## config.mk

```make
export PLATFORM = sky130hd
export DESIGN_NAME = fetch_unit
export DESIGN_NICKNAME = d
export VERILOG_FILES = /design/src/rtl/fetch_unit_pkg.sv /design/src/rtl/fetch_unit_pc_gen.sv /design/src/rtl/fetch_unit.sv
export SDC_FILE = /design/constraint.sdc
export NUM_CORES = 1
export LEC_CHECK = 0
export ABC_AREA = 1
export ABC_CLOCK_PERIOD_IN_PS = 1850
export CORE_ASPECT_RATIO = 0.8
export CORE_MARGIN = 3
export CORE_UTILIZATION = 42
export DETAILED_ROUTE_END_ITERATION = 10
export GPL_TIMING_DRIVEN = 0
export PLACE_DENSITY_LB_ADDON = 0.05
export SYNTH_ARGS = -nofsm -noshare
export SYNTH_HDL_FRONTEND = slang
export SYNTH_SLANG_ARGS = --single-unit
```

## constraint.sdc

```tcl
create_clock -name clk -period 1.85 [get_ports clk]
set_clock_uncertainty 0.2 [all_clocks]
set_input_delay 0.555 -clock clk [delete_from_list [all_inputs] [get_ports clk]]
set_output_delay 0.555 -clock clk [all_outputs]
set_load 0.02 [all_outputs]
```

## src/rtl/fetch_unit_pkg.sv

```systemverilog
// Shared types and helpers for the dual-issue fetch stage: bus widths, issue-mask
// encodings, FSM states and the packet layout handed to the instruction buffer.
package fetch_unit_pkg;

    localparam int INST_W      = 32;
    localparam int PC_W        = 32;
    localparam int INST_BYTES  = 4;
    localparam int FETCH_BYTES = 8;

    typedef logic [INST_W-1:0] inst_t;
    typedef logic [PC_W-1:0]   pc_t;
    typedef logic [1:0]        issue_t;

    localparam issue_t ISSUE_NONE  = 2'b00;
    localparam issue_t ISSUE_SLOT2 = 2'b01;
    localparam issue_t ISSUE_SLOT1 = 2'b10;
    localparam issue_t ISSUE_BOTH  = 2'b11;

    typedef enum logic [1:0] {
        ST_IDLE,
        ST_REQ,
        ST_WAIT,
        ST_PKT
    } fsm_state_e;

    typedef struct packed {
        issue_t mask;
        inst_t  inst1;
        pc_t    pc1;
        pc_t    npc1;
        inst_t  inst2;
        pc_t    pc2;
        pc_t    npc2;
    } packet_t;

    // Start of the next 8-byte fetch block; wraps silently at the top of memory.
    function automatic pc_t next_fetch_pc(input pc_t pc);
        return {pc[PC_W-1:3], 3'b000} + pc_t'(FETCH_BYTES);
    endfunction

    // A fetch entering mid-block (pc[2]=1) only owns the upper word of the line.
    function automatic packet_t build_packet(input pc_t pc, input logic [2*INST_W-1:0] data);
        packet_t p;
        p = '0;
        if (!pc[2]) begin
            p.mask  = ISSUE_BOTH;
            p.inst1 = data[INST_W-1:0];
            p.pc1   = pc;
            p.npc1  = pc + pc_t'(INST_BYTES);
            p.inst2 = data[2*INST_W-1:INST_W];
            p.pc2   = pc + pc_t'(INST_BYTES);
            p.npc2  = pc + pc_t'(2*INST_BYTES);
        end else begin
            p.mask  = ISSUE_SLOT2;
            p.inst2 = data[2*INST_W-1:INST_W];
            p.pc2   = pc;
            p.npc2  = pc + pc_t'(INST_BYTES);
        end
        return p;
    endfunction

endpackage

```

## src/rtl/fetch_unit_pc_gen.sv

```systemverilog
// Fetch PC generator: holds fetch_pc and the deferred redirect target used when a
// redirect has to wait for a stale memory request to drain.
module pc_gen
    import fetch_unit_pkg::*;
#(
    parameter pc_t RESET_PC = '0
) (
    input  logic clk,
    input  logic rst,
    input  logic advance,
    input  logic redirect,
    input  logic restore,
    input  logic capture,
    input  pc_t  branch_pc,
    output pc_t  fetch_pc
);

    pc_t fetch_pc_d, fetch_pc_q;
    pc_t redir_pc_d, redir_pc_q;

    // NOTE: every variable gets its hold value first so no path leaves it unassigned (no latch).
    always_comb begin
        fetch_pc_d = fetch_pc_q;
        redir_pc_d = redir_pc_q;
        if (redirect) begin
            fetch_pc_d = branch_pc;
        end else if (restore) begin
            fetch_pc_d = redir_pc_q;
        end else if (advance) begin
            fetch_pc_d = next_fetch_pc(fetch_pc_q);
        end
        if (capture) begin
            redir_pc_d = branch_pc;
        end
    end

    // NOTE: state registers use non-blocking assignments so all flops update together.
    always_ff @(posedge clk) begin
        if (!rst) begin
            fetch_pc_q <= RESET_PC;
            redir_pc_q <= '0;
        end else begin
            fetch_pc_q <= fetch_pc_d;
            redir_pc_q <= redir_pc_d;
        end
    end

    assign fetch_pc = fetch_pc_q;

endmodule

```

## src/rtl/fetch_unit.sv

```systemverilog
// Dual-issue fetch stage: requests 64-bit packets from instruction memory and
// presents them to the instruction buffer, honouring back-pressure and redirects.
module fetch_unit
    import fetch_unit_pkg::*;
#(
    parameter logic [31:0] RESET_PC = 32'h0000_0000
) (
    input  logic        clk,
    input  logic        rst,
    input  logic        branch_flag,
    input  logic [31:0] branch_pc,
    output logic        imem_req,
    output logic [31:0] imem_addr,
    input  logic        imem_ready,
    input  logic        imem_rsp_valid,
    input  logic [63:0] imem_rsp_data,
    input  logic        instbuf_full,
    output logic [1:0]  issue,
    output logic [31:0] in1_inst,
    output logic [31:0] in1_pc,
    output logic [31:0] in1_npc,
    output logic [31:0] in2_inst,
    output logic [31:0] in2_pc,
    output logic [31:0] in2_npc
);

    fsm_state_e state_d, state_q;
    packet_t    pkt_d, pkt_q;
    logic       pkt_valid_d, pkt_valid_q;
    logic       outstanding_d, outstanding_q;
    logic       kill_d, kill_q;

    pc_t  fetch_pc;
    logic pc_advance, pc_redirect, pc_restore, redir_capture;
    logic req_accept, rsp_take;

    pc_gen #(.RESET_PC(RESET_PC)) u_pc_gen (
        .clk      (clk),
        .rst      (rst),
        .advance  (pc_advance),
        .redirect (pc_redirect),
        .restore  (pc_restore),
        .capture  (redir_capture),
        .branch_pc(branch_pc),
        .fetch_pc (fetch_pc)
    );

    assign req_accept = (state_q == ST_REQ) && imem_ready;
    assign rsp_take   = (state_q == ST_WAIT) && outstanding_q && imem_rsp_valid;

    always_comb begin
        state_d       = state_q;
        pkt_d         = pkt_q;
        pkt_valid_d   = pkt_valid_q;
        outstanding_d = outstanding_q;
        kill_d        = kill_q;
        pc_advance    = 1'b0;
        pc_redirect   = 1'b0;
        pc_restore    = 1'b0;
        redir_capture = 1'b0;

        if (req_accept) outstanding_d = 1'b1;
        if (rsp_take)   outstanding_d = 1'b0;

        unique case (state_q)
            ST_IDLE: state_d = ST_REQ;
            ST_REQ:  if (req_accept) state_d = ST_WAIT;
            ST_WAIT: begin
                if (rsp_take) begin
                    if (kill_q) begin
                        kill_d     = 1'b0;
                        pc_restore = 1'b1;
                        state_d    = ST_REQ;
                    end else begin
                        pkt_d       = build_packet(fetch_pc, imem_rsp_data);
                        pkt_valid_d = 1'b1;
                        state_d     = ST_PKT;
                    end
                end
            end
            ST_PKT: begin
                if (!instbuf_full) begin
                    pkt_valid_d = 1'b0;
                    pc_advance  = 1'b1;
                    state_d     = ST_REQ;
                end
            end
            default: state_d = ST_IDLE;
        endcase

        // A request already on the bus must keep its address, so the target is parked
        // until the stale response drains; otherwise the redirect takes effect at once.
        if (branch_flag) begin
            pkt_valid_d = 1'b0;
            if ((state_q == ST_REQ) || ((state_q == ST_WAIT) && !rsp_take)) begin
                kill_d        = 1'b1;
                redir_capture = 1'b1;
            end else begin
                pc_redirect = 1'b1;
                pc_restore  = 1'b0;
                pc_advance  = 1'b0;
                kill_d      = 1'b0;
                state_d     = ST_REQ;
            end
        end
    end

    always_ff @(posedge clk) begin
        if (!rst) begin
            state_q       <= ST_IDLE;
            pkt_q         <= '0;
            pkt_valid_q   <= 1'b0;
            outstanding_q <= 1'b0;
            kill_q        <= 1'b0;
        end else begin
            state_q       <= state_d;
            pkt_q         <= pkt_d;
            pkt_valid_q   <= pkt_valid_d;
            outstanding_q <= outstanding_d;
            kill_q        <= kill_d;
        end
    end

    assign imem_req  = (state_q == ST_REQ);
    assign imem_addr = {fetch_pc[PC_W-1:3], 3'b000};
    // The buffer flushes on the same cycle as branch_flag, so nothing may be offered then.
    assign issue     = (pkt_valid_q && !branch_flag) ? pkt_q.mask : ISSUE_NONE;
    assign in1_inst  = pkt_q.inst1;
    assign in1_pc    = pkt_q.pc1;
    assign in1_npc   = pkt_q.npc1;
    assign in2_inst  = pkt_q.inst2;
    assign in2_pc    = pkt_q.pc2;
    assign in2_npc   = pkt_q.npc2;

endmodule

```

# --- Word level (Yosys, flattened, before mapping) ---
# Cells that the tools add are included.
totals:
  reg_bits: 263
  input_bits: 102
  output_inout_bits: 227
  wordCells: 76
classes:
  add_sub_neg: 3
  eq_ne: 6
  muxes: 34
  n_bitwise: 2
  reduce_logical: 18
ops:
  columns: ["cell", "n"]
  rows:
  - ["$mux 32", 3]
  - ["$mux 96", 1]
  - ["$add 32x4->32 const B", 2]
  - ["$mux 64", 1]
  - ["$add 32x3->32 const B", 1]
  - ["$mux 1", 19]
  - ["$mux 2", 8]
  - ["$pmux 2 s4", 1]
  - ["$ne 2x2->1 const B", 3]
  - ["$reduce_bool 2->1", 3]
  - ["$logic_and 1x1->1", 5]
  - ["$eq 2x2->1 const B", 2]
  - ["$reduce_and 4->1", 1]
  - ["$reduce_or 2->1", 2]
  - ["$reduce_and 3->1", 1]
  - ["$reduce_bool 3->1", 1]
  - ["$eq 2x1->1 const B", 1]
  - ["$logic_not 1->1", 2]
  - ["$logic_not 2->1", 1]
  - ["$not 1->1", 2]
  - ["$pmux 1 s2", 1]
  - ["$reduce_and 2->1", 1]
  - ["$logic_or 1x1->1", 1]

# --- Logic depth before layout (Yosys ltp) ---
depth:
  depth_word: 11
  depth_mapped: 11
  ltp_nobuf: 11

# --- By module ---
# From an unflattened synthesis, not the netlist that was laid out.
unflattened:
  hier_cells: 1526
  area_unflattened_um2: 10840.4
modules_own_cells:
  columns: ["mod", "instances", "cells_each", "area_each_um2", "seq_area_each_um2"]
  rows:
  - ["fetch_unit", 1, 944, 7180.6, 3583.4]
  - ["pc_gen", 1, 582, 3659.8, 1281.2]

# --- Least setup slack after synthesis ---
# No wires, ideal clock.
synth_path:
  kind: "register to register"
  start: "register u_pc_gen.fetch_pc_q[3], in the netlist u_pc_gen.fetch_pc[3]"
  end: "register pkt_q, in the netlist in2_npc[13]"
  setup_time_ns: 0.116
  t_arrival_ns: 1.534
  required_ns: 1.534
  slack_ns: 0.000
  path_stages_with_launch: 11
  path_buffers: 0
  synth_period_minus_slack_ns: 1.850
  cell_sequence: "dfxtp_1 > ha_1 > nand3_1 > nor2_1 > nand2_1 > inv_1 > nand2_1 > nand2_1 > nand2_1 > o211ai_1 > inv_1"
synth_via:
  elab_chain_cells: 2
  word_cells_on_any_way: 3
  classes_between: "2 x add/sub; 1 x mux"
synth_lines:
  columns: ["item", "line_no", "source"]
  rows:
  - ["start: declaration", "fetch_unit_pc_gen.sv:18", "pc_t fetch_pc_d, fetch_pc_q;"]
  - ["start signal: assignment", "fetch_unit_pc_gen.sv:43", "fetch_pc_q <= fetch_pc_d;"]
  - ["$add 32x4->32 / $add 32x3->32 (equally long branches)", "fetch_unit_pkg.sv:52, fetch_unit_pkg.sv:57", null]
  - ["$mux 64 *", "fetch_unit_pkg.sv:45", "if (!pc[2]) begin"]
  - ["end signal: assignment", "fetch_unit.sv:117", "pkt_q <= pkt_d;"]
  - ["end: declaration", "fetch_unit.sv:28", "packet_t pkt_d, pkt_q;"]
# Mark *: on every way between the ends. The rest lies on a longest branch, timed or not.
# A chain may end at the register's enable or synchronous reset.

# --- Final worst setup path ---
layout_path:
  start: "register pkt_q[193] (netlist name)"
  end: "output port issue[1]"
layout_via:
  elab_chain_cells: 1
layout_lines:
  columns: ["item", "line_no", "source"]
  rows:
  - ["$mux 2", "fetch_unit.sv:127", "assign issue = (pkt_valid_q && !branch_flag) ? pkt_q.mask : ISSUE_NONE;"]
  - ["end: declaration", "fetch_unit.sv:18", "output logic [1:0] issue,"]
# Every way passes these cells.

==> impl_metrics.csv <==
group,metric,value,unit
run_status,status,"finished, violations left",
run_status,violations,"setup timing",
worst_setup_path,slowest_delay,360,ps
synth,synthMuxAreaShare,0,
synth,synthXorXnorAreaFrac,0.00591,
clock_network,cts_buffers,25,
synth,synth-simple-area-share,0.229,
grt,antenna_found_initial,0,
grt,grt_pass1_vias,10400,
clock_network,h-tree-depth,1,
sta,fin_crit_sh,1.06,
floorplan,io_pins,329,
grt,grt_max_degree,14,
route,drc,0,
floorplan,start_util,0.435,
placed_design,gp_congestion,0.939,
sta,worstMarginPinSlew,699,ps
route,wirelength,43200,um
sta,relSlewSlack,0.534,
grt,use_met1,0.384,
floorplan,rows,50,
synth,syn_inst,1422,
min_path,hp-class,"reg -> reg",
final_layout,nets,1926,
synth,yosysUniqueCellTypes,38,
floorplan,dieArea,26600,um2
pwr,irDropWorstVdd,0.605,mV
worst_setup_path,cp.required,1090,ps
run,cap_violations,0,
worst_setup_path,crit_family,"flip-flops",
grt,use_met2,0.460,
worst_setup_path,cp.arrival,1200,ps
synth,synth-seq-cells,241,
worst_setup_path,critPathLaunchType,"register",
synth,synth_compound_area_frac,0.176,
sta,setup_slack,-107,ps
final_layout,mostFrequentLayoutCells,"nand2_1, dfxtp_1, a21oi_1",
synth,synth_top_family_by_area,"simple AND/OR/NAND/NOR gates",
synth,avgSynthCellArea,7.30,um2
placed_design,place_hpwl,29600,um
synth,synth-edff-count,0,
synth,yosysSeqAreaShare,0.465,
grt,grt_use_total,0.291,
worst_setup_path,crit_fanout,3,
synth,netlist_area,10400,um2
grt,grt_busiest_layer,"met2",
route,postRouteAntennaNets,0,
synth,synth_warnings,0,
sta,slew_viol_final,0,
grt,use_met3,0.0765,
worst_setup_path,cp-end-kind,"output pin",
worst_setup_path,path_buf_inv,1,
sta,hold_violations,0,
pwr,p_per_area,783,nW/um2
sta,setup_viol,27,
clock_network,clock-sinks,241,
worst_setup_path,setup.worst_path.class,"reg -> out",
clock_network,clk_pin_slew_worst_paths,60,ps
pwr,p_leak,6.71,nW
final_layout,layout-drive-gt1-share,0.343,
sta,fin_crit,1960,ps
final_layout,final_common_cell,"nand2_1",
final_layout,antenna_cells,0,
route,vias,11600,
sta,holdWs,256,ps
route,drt_iter0_markers,1383,
grt,gr-total-overflow,0,
sta,rsz0062_at_grt,"true",
sta,max_freq,0.511,GHz
synth,async_reset_ff_frac,0,
clock_network,cts.path.max_buffers,3,
route,vias_per_cell,5.40,
final_layout,fin_util,0.653,
synth,synthAdderAreaFrac,0.00121,
worst_setup_path,slowest_stage,"dfxtp_4",
route,wl_per_cell,20.1,um
floorplan,coreArea,23800,um2
clock_network,clock_latency,530,ps
placed_design,numPortBuffers,322,
clock_network,root_buffer,"clkbuf_16",
route,firstDrtPassIters,6,
floorplan,die_w,182,um
grt,grt_pass1_wl,61000,um
clock_network,tritoncts,"done",
synth,yosys_most_used_dff,"dfxtp_1",
final_layout,area_delta_synth_final,49.9,%
worst_setup_path,crit_chain,"and3_1 > buf_6",
floorplan,dieHeight,147,um
[synthesized netlist by cell type (2+ instances only)]
cell	count	area, um2
inv_1	97	364
clkbuf_1	30	113
nor2_1	100	375
o211ai_1	19	143
buf_2	30	150
nor2_2	10	62.6
xnor2_1	2	17.5
clkinv_1	3	11.3
o21bai_1	4	30.0
o21a_1	7	52.6
buf_1	2	7.51
nand3_1	59	295
a21oi_1	201	1010
buf_4	63	473
o21ai_1	7	35.0
o21ai_0	102	510
inv_2	3	11.3
or2_2	6	37.5
nand4_1	7	43.8
nand2_2	6	37.5
buf_6	11	124
dfxtp_1	241	4820
xor2_1	5	43.8
nor3_1	3	15.0
a31oi_1	4	25.0
nand2_1	388	1460
[metal layers]
layer	wire (um)	share of wire
met3	5140	0.12
met4	2160	0.050
met5	0	0
met2	19300	0.45
met1	16500	0.38
[where the power goes]
| part | internal, mW | switching [mW] | leakage [nW] | total (mW) |
|---|---|---|---|---|
| Sequential | 5.30 | 0.133 | 1.99 | 5.43 |
| Combinational | 0.753 | 0.917 | 4.32 | 1.67 |
| Clock | 2.94 | 2.15 | 0.408 | 5.08 |
[tightest hold or removal path: stages (launching register included)]
cell and delay [ps]:
dfxtp_1 310, inv_1 50, a21oi_1 50
[path summary, 6_finish.rpt]
check                           slack (ps)                        to                          startpoint  cells past startpoint
worst max register to register         -70  in2_npc[31]$_SDFFE_PN0P_  u_pc_gen.fetch_pc[16]$_SDFFE_PN0P_                     10
worst max-delay path                  -110                  issue[1]             pkt_q[193]$_SDFFE_PN0P_                      2
worst min register to register         260   in2_pc[29]$_SDFFE_PN0P_             in2_pc[29]$_SDFFE_PN0P_                      2
worst min-delay path                   260   in2_pc[29]$_SDFFE_PN0P_             in2_pc[29]$_SDFFE_PN0P_                      2
[metrics by stage]
step	worst slack, ps	TNS [ps]	total power, mW	cells	cell area (um2)
final	-107	-852	12.2	2152	15600
after global routing	-163	-3450	12.5	2152	15600
after CTS	-123	-951	12.0	2133	14700
after detailed placement	-849	-143010	6.81	2060	14000
after global placement	-846	-137940	6.79	2060	14000
after floorplan	39.7	0	6.17	1426	10400
[sequential cells by signal, indices dropped and copies added (netlist names)]
signal / count
kill_q: 1
in1_npc: 17
pkt_q: 1
in1_pc: 29
state_q: 2
u_pc_gen.fetch_pc: 32
in2_inst: 32
in2_npc: 29
in2_pc: 32
in1_inst: 32
outstanding_q: 1
pkt_valid_q: 1
u_pc_gen.redir_pc_q: 32
[what timing repair did]
item / CTS / global route
setup buffers: 43 / 33
cloned: 0 / 7
setup endpoints to repair: 409 / 253
hold buffers: 0 / 0
pin swaps: 5 / 48
gates resized for setup: 1190 / 241
[layout make-up]
class / count / area, um2
clock buffer: 37 / 751
timing repair buffer: 404 / 3270
buffer: 102 / 845
sequential: 241 / 4980
tap: 312 / 390
fill: 2085 / 8280
inverter: 104 / 418
multi-input combinational: 945 / 4840
clock inverter: 7 / 63.8
[kinds of logic (layout without fill, tap and decap cells)]
logic type	Yosys count	after routing
AOI/OAI and AO/OA	347	347
adders and majority gates	1	1
DFF	241	241
xor gates and xnor gates	7	7
other	1	5
and+or+nand+nor	584	585
buffers and inverters	241	654
Power figures use the tool's default switching activity.
